<file path="src/rtl/renode_ahb_arbiter.sv">
`default_nettype none
// ============================================================================
// Module   : renode_ahb_arbiter
// Brief    : Round-robin AHB-Lite interconnect stage sharing one subordinate
//            port between NumManagers managers. Losing managers have their
//            address phase captured in a pending register and are stalled
//            through their own hready. SEQ beats keep the grant with the
//            current owner.
// Options  : define RENODE_AHB_ARBITER_LOCK_EN to add m_hmastlock/s_hmastlock
//            and locked-sequence arbitration.
// Revision : 1.0 - initial release
// ============================================================================
module renode_ahb_arbiter #(
  parameter int NumManagers  = 2,
  parameter int AddressWidth = 32,
  parameter int DataWidth    = 32
) (
  input  logic                              hclk,
  input  logic                              hresetn,
  input  logic [2*NumManagers-1:0]          m_htrans,
  input  logic [AddressWidth*NumManagers-1:0] m_haddr,
  input  logic [NumManagers-1:0]            m_hwrite,
  input  logic [3*NumManagers-1:0]          m_hsize,
  input  logic [DataWidth*NumManagers-1:0]  m_hwdata,
`ifdef RENODE_AHB_ARBITER_LOCK_EN
  input  logic [NumManagers-1:0]            m_hmastlock,
  output logic                              s_hmastlock,
`endif
  output logic [NumManagers-1:0]            m_hready,
  output logic [NumManagers-1:0]            m_hresp,
  output logic [DataWidth-1:0]              m_hrdata,
  output logic [1:0]                        s_htrans,
  output logic [AddressWidth-1:0]           s_haddr,
  output logic                              s_hwrite,
  output logic [2:0]                        s_hsize,
  output logic [DataWidth-1:0]              s_hwdata,
  output logic                              s_hready,
  input  logic                              s_hreadyout,
  input  logic                              s_hresp,
  input  logic [DataWidth-1:0]              s_hrdata
);

  localparam int               IDX_W       = $clog2(NumManagers);
  localparam logic [IDX_W:0]   NUM_M       = (IDX_W+1)'(NumManagers);
  localparam logic [IDX_W-1:0] LAST_IDX    = IDX_W'(NumManagers - 1);
  localparam logic [1:0]       TRANS_IDLE  = 2'd0;
  localparam logic [1:0]       TRANS_NSEQ  = 2'd2;
  localparam logic [1:0]       TRANS_SEQ   = 2'd3;

  // Per-manager views of the flattened input buses
  logic [1:0]              htrans_a [NumManagers];
  logic [AddressWidth-1:0] addr_a   [NumManagers];
  logic [2:0]              size_a   [NumManagers];
  logic [DataWidth-1:0]    wdata_a  [NumManagers];

  // Pending address-phase capture
  logic [NumManagers-1:0]  pending;
  logic [AddressWidth-1:0] pend_addr [NumManagers];
  logic [NumManagers-1:0]  pend_write;
  logic [2:0]              pend_size [NumManagers];

  // Data-phase tracking and arbitration state
  logic                    data_valid;
  logic [IDX_W-1:0]        data_owner;
  logic [IDX_W-1:0]        rr_last;

  logic [NumManagers-1:0]  live;
  logic [NumManagers-1:0]  cand;
  logic [NumManagers-1:0]  owner_match;
  logic                    hold;
  logic                    grant_valid;
  logic [IDX_W-1:0]        grant;
  logic [IDX_W:0]          rr_sum;
  logic                    forward;

`ifdef RENODE_AHB_ARBITER_LOCK_EN
  logic                    locked;
  logic [NumManagers-1:0]  pend_lock;
  logic                    sel_lock;
`endif

  for (genvar i = 0; i < NumManagers; i++) begin : g_mgr
    assign htrans_a[i]    = m_htrans[2*i +: 2];
    assign addr_a[i]      = m_haddr[AddressWidth*i +: AddressWidth];
    assign size_a[i]      = m_hsize[3*i +: 3];
    assign wdata_a[i]     = m_hwdata[DataWidth*i +: DataWidth];
    assign owner_match[i] = data_valid && (data_owner == IDX_W'(i));
    // NonSeq and Seq both have bit 1 set; Idle and Busy never request
    assign live[i]        = htrans_a[i][1] && m_hready[i];
    assign cand[i]        = pending[i] || live[i];
    // The data-phase owner sees the subordinate; a captured manager stalls
    assign m_hready[i]    = owner_match[i] ? s_hreadyout : !pending[i];
    assign m_hresp[i]     = owner_match[i] ? s_hresp : 1'b0;
  end

  assign hold     = live[rr_last] && (htrans_a[rr_last] == TRANS_SEQ);
  assign forward  = s_hreadyout && grant_valid;
  assign s_hready = s_hreadyout;
  assign s_hwdata = wdata_a[data_owner];
  assign m_hrdata = s_hrdata;

  // Grant selection: burst hold, else first candidate after rr_last
  always_comb begin
    grant_valid = 1'b0;
    grant       = '0;
    rr_sum      = '0;
    if (hold) begin
      grant_valid = 1'b1;
      grant       = rr_last;
    end else begin
      for (int k = 1; k <= NumManagers; k++) begin
        rr_sum = {1'b0, rr_last} + (IDX_W+1)'(k);
        if (rr_sum >= NUM_M) begin
          rr_sum = rr_sum - NUM_M;
        end
        if (!grant_valid && cand[rr_sum[IDX_W-1:0]]) begin
          grant_valid = 1'b1;
          grant       = rr_sum[IDX_W-1:0];
        end
      end
    end
`ifdef RENODE_AHB_ARBITER_LOCK_EN
    // A locked sequence admits only the lock holder (last forwarded manager)
    if (locked) begin
      grant_valid = cand[rr_last];
      grant       = rr_last;
    end
`endif
    // Nothing is presented to the subordinate while reset is asserted
    if (!hresetn) begin
      grant_valid = 1'b0;
    end
  end

  // Address-phase mux: captured transfer replays as NonSeq, live one passes through
  always_comb begin
    s_htrans = TRANS_IDLE;
    s_haddr  = '0;
    s_hwrite = 1'b0;
    s_hsize  = '0;
`ifdef RENODE_AHB_ARBITER_LOCK_EN
    sel_lock    = 1'b0;
    s_hmastlock = 1'b0;
`endif
    if (grant_valid) begin
      if (pending[grant]) begin
        s_htrans = TRANS_NSEQ;
        s_haddr  = pend_addr[grant];
        s_hwrite = pend_write[grant];
        s_hsize  = pend_size[grant];
`ifdef RENODE_AHB_ARBITER_LOCK_EN
        sel_lock = pend_lock[grant];
`endif
      end else begin
        s_htrans = htrans_a[grant];
        s_haddr  = addr_a[grant];
        s_hwrite = m_hwrite[grant];
        s_hsize  = size_a[grant];
`ifdef RENODE_AHB_ARBITER_LOCK_EN
        sel_lock = m_hmastlock[grant];
`endif
      end
`ifdef RENODE_AHB_ARBITER_LOCK_EN
      s_hmastlock = sel_lock;
`endif
    end
  end

  // Capture accepted-but-not-forwarded address phases; release on forward
  always_ff @(posedge hclk or negedge hresetn) begin
    if (!hresetn) begin
      pending    <= '0;
      pend_write <= '0;
      for (int i = 0; i < NumManagers; i++) begin
        pend_addr[i] <= '0;
        pend_size[i] <= '0;
      end
`ifdef RENODE_AHB_ARBITER_LOCK_EN
      pend_lock <= '0;
`endif
    end else begin
      for (int i = 0; i < NumManagers; i++) begin
        if (forward && (grant == IDX_W'(i))) begin
          pending[i] <= 1'b0;
        end else if (live[i]) begin
          pending[i]    <= 1'b1;
          pend_addr[i]  <= addr_a[i];
          pend_write[i] <= m_hwrite[i];
          pend_size[i]  <= size_a[i];
`ifdef RENODE_AHB_ARBITER_LOCK_EN
          pend_lock[i]  <= m_hmastlock[i];
`endif
        end
      end
    end
  end

  // Data-phase owner and round-robin pointer advance on ready edges
  always_ff @(posedge hclk or negedge hresetn) begin
    if (!hresetn) begin
      data_valid <= 1'b0;
      data_owner <= '0;
      rr_last    <= LAST_IDX;
    end else if (s_hreadyout) begin
      data_valid <= grant_valid;
      if (grant_valid) begin
        data_owner <= grant;
        rr_last    <= grant;
      end
    end
  end

`ifdef RENODE_AHB_ARBITER_LOCK_EN
  // Lock follows each forwarded transfer; an unlocked Idle also releases it
  always_ff @(posedge hclk or negedge hresetn) begin
    if (!hresetn) begin
      locked <= 1'b0;
    end else if (forward) begin
      locked <= sel_lock;
    end else if (locked && s_hreadyout && (htrans_a[rr_last] == TRANS_IDLE)
                 && !m_hmastlock[rr_last]) begin
      locked <= 1'b0;
    end
  end
`endif

endmodule
`default_nettype wire

</file>
<file path="config.mk">
export PLATFORM = sky130hd
export DESIGN_NAME = renode_ahb_arbiter
export DESIGN_NICKNAME = d
export VERILOG_FILES = /design/src/rtl/renode_ahb_arbiter.sv
export SDC_FILE = /design/constraint.sdc
export NUM_CORES = 1
export LEC_CHECK = 0
export ABC_AREA = 0
export ABC_CLOCK_PERIOD_IN_PS = 4000
export CAP_MARGIN = 20
export CORE_ASPECT_RATIO = 1.2
export CORE_MARGIN = 3
export CORE_UTILIZATION = 44
export DETAILED_ROUTE_END_ITERATION = 8
export HOLD_SLACK_MARGIN = 0.1
export MAX_ROUTING_LAYER = met4
export PLACE_DENSITY = 0.93
export SLEW_MARGIN = 15
export SYNTH_ARGS = -nofsm -noshare
export SYNTH_HDL_FRONTEND = slang
export SYNTH_SLANG_ARGS = --single-unit
</file>
<file path="constraint.sdc">
create_clock -name hclk -period 4 [get_ports hclk]
set_input_delay 0.4 -clock hclk [delete_from_list [all_inputs] [get_ports hclk]]
set_output_delay 0.4 -clock hclk [all_outputs]
set_load 0.02 [all_outputs]
</file>
==> run summary, run 1 <==
Critical path type: input port to output pin
Final Util: 66.5%
Hold Vio Cnt, Final: 0
Critical Path Max Stage Delay: 0.68 ns
Post-DP HPWL: 14800 µm
Min Tclk post-route: 3.71 ns
Clk buf depth: 2
CTS root buf: clkbuf_16
Placed Area: 7470 µm²
RSZ-0062 raised after global routing: no
Synthesized area: 5380 µm²
Die ar.: 13600 µm²
Htree depth: 3
Layout net count: 862
CP cell instances: clkdlybuf4s50_1, nand3b_1, a21oi_2, o32a_2, buf_4, a211oi_1, a211oi_1, clkdlybuf4s50_1
Routed Antenna Nets: 0
Final Max Slew Viols: 0
Setup Skew: 0.0118 ns
Starting Density: 45.8%
FF-to-FF path depth: 5
FP Rows: 43
Worst R2R End: pend_addr[32]
Global-route wire length before repair: 30600 µm
Setup violations, final: 0
Tightest Hold Check Type: input port to asynchronous set/reset pin
Status: completed
# clock sinks: 77
Placer Congestion: 0.886
Critical path arrival: 3.31 ns
Drt via density: 6.16
Layout area overhead: 45.0%
Drt pass-1 iters: 7
Critical Path RT: 3.60 ns
Tcrit/Tclk final: 92.8%
Filler instances: 928
Worst slew pin tran: 1.07 ns
Distinct cell type count after synthesis: 37
Seq cells post-synth: 77
TritonCTS buffer count: 9
Vias in the first global route: 5406
Drt drc: 0
Sequential fraction of the synthesis area: 35.9%
Crit path buf inv count: 3
P_int: 3.15 mW
Slowest cell on crit path: clkdlybuf4s50_1
Cell area after layout: 7800 µm²
Setup crit end kind: output pin
Die Ht: 127 µm
Normalized max-slew margin: 28.0%
Synthesis Warnings: 0
R2R Path Start: data_valid
Leak Pwr: 3.05 nW
CP delay by family, top: buffers and inverters
TritonCTS clock tree: built
Share of layout cells above drive strength 1: 15.6%
Post-synthesis net count: 699
GRT Residual Overflow: 0
Syn_area_per_cell: 10.3 µm²
Core ar.: 11700 µm²
Fmax: 269 MHz
Startpoint types: input port
Power Density: 660 nW/µm²
R2r setup slk: 1.30 ns
Peak supply drop: 0.368 mV
DR iter-0 viols: 393
Sum Neg Setup Slack: 0 ns
Sequential share of power: 28.7%
Clock Power Share: 16.8%
CP Max Fanout: 38
Total GRT Usage: 29.5%
Final Power: 5.15 mW
Vias: 5237
Sw power: 2.00 mW
Max Cap Violations: 0
Cells after Synth: 523
DR WL/cell: 23.7 µm
Clk_lat worst skew: 0.33 ns
Worst-path clk slew: 0.06 ns
Initial antenna violation count: 2
Wirelength, routed: 20200 µm
Combinational power share: 54.5%
Port Buf Inserts: 218
Worst hold slack: 0.441 ns
Top Ports: 283
Switching part of the total: 38.8%
Largest net degree at the start of global routing: 73
Die Width: 107 µm
cells in the mapped netlist, drive strengths merged:
cell | instances | area [µm²]
o21bai | 1 | 7.51
dfrtp | 76 | 1900
a21boi | 1 | 7.51
o32a | 1 | 10.0
dfstp | 1 | 26.3
o2bb2ai | 36 | 315
and2 | 1 | 6.26
nor4b | 1 | 8.76
nand3 | 3 | 15.0
o2111a | 1 | 11.3
nor2 | 6 | 22.5
nand2 | 41 | 154
o21ai | 2 | 10.0
nand3b | 2 | 15.0
o21a | 1 | 7.51
inv | 3 | 11.3
and2b | 1 | 7.51
mux2i | 36 | 360
and3b | 1 | 8.76
nor4 | 1 | 12.5
mux2 | 68 | 766
and3 | 1 | 6.26
a21oi | 5 | 32.5
a211oi | 72 | 541
o211a | 1 | 10.0
buf | 45 | 317
nor3 | 2 | 20.0
nor2b | 37 | 231
a221o | 36 | 360
or3b | 2 | 20.0
a21o | 2 | 15.0
or4 | 1 | 7.51
clkbuf | 35 | 131
final cells by class:
type	count	area, µm²	share of cell area [%]
Timing Repair Buffer	232	2320	29.8
Clock buffer	11	233	2.99
Clock inverter	5	75.1	0.963
Sequential cell	77	1930	24.8
Antenna cell	2	5.00	0.0642
Inverter	3	11.3	0.144
Tap cell	157	196	2.52
Multi-Input combinational cell	363	3020	38.8
worst max-delay path by stage:
stage | start | endpoint | slack, ns | depth (start not counted)
4_1_cts | pending[0] | s_haddr[13] | 0.21 | 7
3_3_place_gp | s_hreadyout | s_hsize[1] | 0.47 | 7
5_1_grt | s_hreadyout | s_haddr[13] | 0.12 | 8
6_report | s_hreadyout | s_haddr[13] | 0.29 | 8
3_5_place_dp | s_hreadyout | s_haddr[13] | 0.33 | 8
2_1_floorplan | data_valid | s_haddr[0] | 1.44 | 6
layout by cell type (no fill, tap or decap), drive strengths merged, types with 5 or more instances in the layout:
cell type / instances
clkdlybuf4s50: 217
o2bb2ai: 36
mux2i: 36
buf: 14
a21oi: 5
a221o: 36
a211oi: 72
clkbuf: 11
nand2: 41
dfrtp: 76
mux2: 68
nor2: 6
nor2b: 37
through the flow:
step,setup WS [ns],std cells
2_1_floorplan,1.44,523
3_3_place_gp,0.467,830
3_5_place_dp,0.332,831
4_1_cts,0.212,848
5_1_grt,0.115,850
6_report,0.286,850
cell families after synthesis:
family | after synthesis | synth area share [%]
AND/OR/NAND/NOR | 100 | 9.96
buffers and inverters | 83 | 8.54
flip-flops | 77 | 35.9
AO/OA/AOI/OAI | 159 | 24.7
multiplexers | 104 | 20.9
sequential cells by signal, summed over array words and instances, names as in the netlist:
| signal | cells |
|---|---|
| pend_addr | 64 |
| data_owner | 1 |
| data_valid | 1 |
| rr_last | 1 |
| pend_size | 6 |
| pend_write | 2 |
| pending | 2 |
power by group through the flow:
stage / Sequential, mW / Clock, mW / Combinational [mW]
final: 1.48 / 0.864 / 2.81
after global routing: 1.52 / 0.903 / 2.99
after CTS: 1.46 / 0.873 / 2.81
after detailed placement: 1.47 / 0 / 2.79
after global placement: 1.43 / 0 / 2.70
after floorplan: 1.37 / 0 / 1.86
layer usage:
| layer | routed length (µm) | up-vias | share of wire (%) | global-route usage, % |
|---|---|---|---|---|
| li1 | - | 2317 | - | - |
| met5 | 0 | - | 0 | - |
| met1 | 7400 | 2541 | 37 | 33.1 |
| met3 | 2160 | 56 | 11 | 9.70 |
| met4 | 731 | 0 | 3.6 | 12.0 |
| met2 | 9900 | 323 | 49 | 48.7 |
what timing repair did:
item,CTS,global route
endpoints found under the hold margin,5,0
gates resized for setup,0,1
buffers inserted,0,0
hold buffers,1,0
setup endpoints to repair,0,1
worst register-to-register path, cell delays in order, from the launching register on:
cell     delay [ns]
dfrtp_1        0.44
and3b_1        0.23
nor4b_1        0.92
nor3_4         0.28
buf_4          0.32
a221o_1        0.39
Note: power is estimated with default switching activity, not from simulation.
==> run 2: changes to the inputs <==
--- a/config.mk
+++ b/config.mk
@@ -5,7 +5,7 @@
 export SDC_FILE = /design/constraint.sdc
 export NUM_CORES = 1
 export LEC_CHECK = 0
-export ABC_AREA = 0
+export ABC_AREA = 1
 export ABC_CLOCK_PERIOD_IN_PS = 4000
 export CAP_MARGIN = 20
 export CORE_ASPECT_RATIO = 1.2
==> run 2 against run 1 <==
  * Final cell count is 43% higher
  * Setup slack worse by 0.0030 ns
  * Via count increased by 16%
  * Hold slack better by 0.041 ns
  * Routed wire length shrank 7.1%
  * Global-route usage is 2.0 points lower
  * Synthesized cell count increased by 71%
  * Utilization fell by 3.0 points
  * Sequential share of layout area increased by 0.18 points
  * Critical path type is now flop to output pin
  * Critical endpoint is now s_haddr[12]
  * Highest routed layer unchanged
==> run summary, run 2 <==
R2r setup slk: 1.30 ns
Final setup margin: 0.283 ns
Starting Density: 45.1%
Gr busiest metal: met2
Top Ports: 283
Placer Congestion: 0.827
Setup violations, final: 0
Synthesized area: 5490 µm²
Drt drc: 0
Most common cell in the netlist: nand2_1
Normalized max-slew margin: 65.2%
Wirelength, routed: 18700 µm
Core ar.: 12200 µm²
Share of layout cells above drive strength 1: 4.45%
Critical path arrival: 3.32 ns
Power Density: 826 nW/µm²
Setup Skew: 0.00494 ns
M2 GR Usage: 45.7%
Ys async rst share: 100%
Pre-CTS WS: 0.375 ns
Critical path type: flop to output pin
Drt pass-1 iters: 5
Placed insts: 1201
Sequential fraction of the synthesis area: 35.2%
Die ar.: 13800 µm²
Leading area contributor after synthesis: dfrtp_1
Die Ht: 128 µm
TritonCTS buffer count: 9
Global-route wire length before repair: 28800 µm
# clock sinks: 77
Peak supply drop: 0.707 mV
GRT Residual Overflow: 0
Critical Path RT: 3.60 ns
Startpoint types: flop
Max reg flops: 64
Min Tclk post-route: 3.72 ns
Main synth FF type: dfrtp_1
Sum Neg Setup Slack: 0 ns
DR WL/cell: 15.4 µm
Cells after Synth: 892
Synthesis Warnings: 0
Fin cells: 1219
Grt met1 use: 29.5%
Status: completed
R2R Path Start: data_owner
Worst-path clk slew: 0.06 ns
Top reg by flops: pend_addr
CTS root buf: clkbuf_16
Leak Pwr: 4.03 nW
Tightest Hold Check Type: flop to flop
Drt via density: 4.99
Most common cell after layout, fill and taps aside: nand2_1
Port Buf Inserts: 218
GR Util met3: 10.4%
FF-to-FF path depth: 15
Clk_lat worst skew: 0.33 ns
Final Util: 63.4%
Top cells by count, synth: nand2_1, inv_1, dfrtp_1
Clk buf depth: 2
Seq cells post-synth: 77
Hold Vio Cnt, Final: 0
Post-DP HPWL: 13900 µm
Largest net degree at the start of global routing: 41
Setup crit end kind: output pin
TritonCTS clock tree: built
Hold Path Cell Cnt: 2
Routed Antenna Nets: 0
Post-synthesis net count: 1068
Tcrit/Tclk final: 92.9%
Synth top area cells: dfrtp_1, nand2_1, nand3_1, inv_1, buf_4
Htree depth: 3
Total setup buffers inserted after CTS: 0
Syn_area_per_cell: 6.15 µm²
Worst R2R End: pend_addr[63]
DR iter-0 viols: 389
Hold wc startpoint: pend_addr[34]
Vias: 6082
Most frequent cells in the layout: nand2_1, clkdlybuf4s50_1, inv_1
Initial antenna violation count: 1
Hold Path End: pend_addr[34]
Total GRT Usage: 27.6%
Die Width: 108 µm
EDFF count, synth: 0
Worst slew pin tran: 0.522 ns
Vias in the first global route: 5634
RSZ-0062 raised after global routing: no
Layout area overhead: 40.7%
CP Max Fanout: 35
Synth top area share: 34.7%
Top flop regs: pend_addr (64), pend_size (6)
Distinct cell type count after synthesis: 23
Fmax: 269 MHz
Max Cap Violations: 0
Worst hold slack: 0.482 ns
Final Max Slew Viols: 0
Layout net count: 1228
FP Rows: 44
run 2: cell types whose count changed in the layout (fill, tap and decap cells not counted), moves of 5 or more:
cell       delta
a221o_1      -36
buf_4         +5
mux2i_1      -36
nor2_1       +70
mux2_2       -68
inv_1        +79
nand2_1     +361
nor2b_1      -37
o2bb2ai_1    -36
o21ai_1      +27
nand2_2       +5
nand3_1      +71
o21ai_0      +47
a211oi_1     -72
run 2: worst max-delay path by stage:
stage / startpoint / depth (start not counted) / endpoint
after CTS: data_owner / 14 / s_haddr[12]
after detailed placement: s_hreadyout / 13 / s_htrans[0]
after floorplan: data_owner / 14 / s_htrans[0]
after global routing: data_owner / 14 / s_haddr[12]
final: data_owner / 14 / s_haddr[12]
after global placement: s_hreadyout / 13 / s_htrans[0]
run 2: metrics by stage:
stage | power (mW) | area, µm²
global placement | 5.56 | 7450
floorplan | 4.20 | 5490
global route | 6.93 | 7720
detailed placement | 5.64 | 7450
finish | 6.37 | 7720
CTS | 6.39 | 7710
run 2: layer usage:
layer	wire length (µm)	vias to the layer above
li1	-	3000
met1	6730	2722
met2	8980	315
met3	2410	45
met4	622	0
met5	0	-
run 2: report_power, final:
| group | total [mW] | switching [mW] | internal (mW) |
|---|---|---|---|
| clock | 0.717 | 0.298 | 0.419 |
| combinational | 4.31 | 2.65 | 1.66 |
| sequential | 1.35 | 0.202 | 1.15 |
run 2: kinds of logic (layout without fill, tap and decap cells):
logic type | Yosys count | in the layout | synth area share (%)
compound gates | 79 | 79 | 7.30
simple gates | 565 | 565 | 41.6
flops | 77 | 77 | 35.2
buf+inv | 171 | 336 | 15.9
other cells | 0 | 1 | 0
run 2: critical path, cell delays in order (launching register included):
cell and delay (ns):
dfrtp_1 0.45, inv_6 0.23, nand2_1 0.16, nand2_1 0.13
nand3_2 0.07, nor2_1 0.16, inv_1 0.10, buf_4 0.22
nand3_2 0.11, nand2_4 0.23, buf_12 0.26, nand2_1 0.06
nand2_1 0.04, nor2_1 0.12, clkdlybuf4s50_1 0.63
run 2: final cells by class:
class,instances,area (µm²)
fill,1060,4450
multi-input combinational,644,2680
timing repair buffer,236,2330
sequential,77,1930
inverter,84,320
clock buffer,14,244
tap,161,201
clock inverter,2,10.0
antenna,1,2.50
run 2: timing repair:
item / CTS / global route
gates resized for setup: 0 / 1
endpoints found under the hold margin: 37 / 0
hold buffers: 1 / 0
endpoints found under the setup margin: 0 / 2
==> run 3: changes to the inputs <==
--- a/config.mk
+++ b/config.mk
@@ -11,6 +11,7 @@
 export CORE_ASPECT_RATIO = 1.2
 export CORE_MARGIN = 3
 export CORE_UTILIZATION = 44
+export CTS_CLUSTER_DIAMETER = 150
 export DETAILED_ROUTE_END_ITERATION = 8
 export HOLD_SLACK_MARGIN = 0.1
 export MAX_ROUTING_LAYER = met4
==> results of run 3 <==
The final DEF is identical to that of run 2; final timing and power are the same.
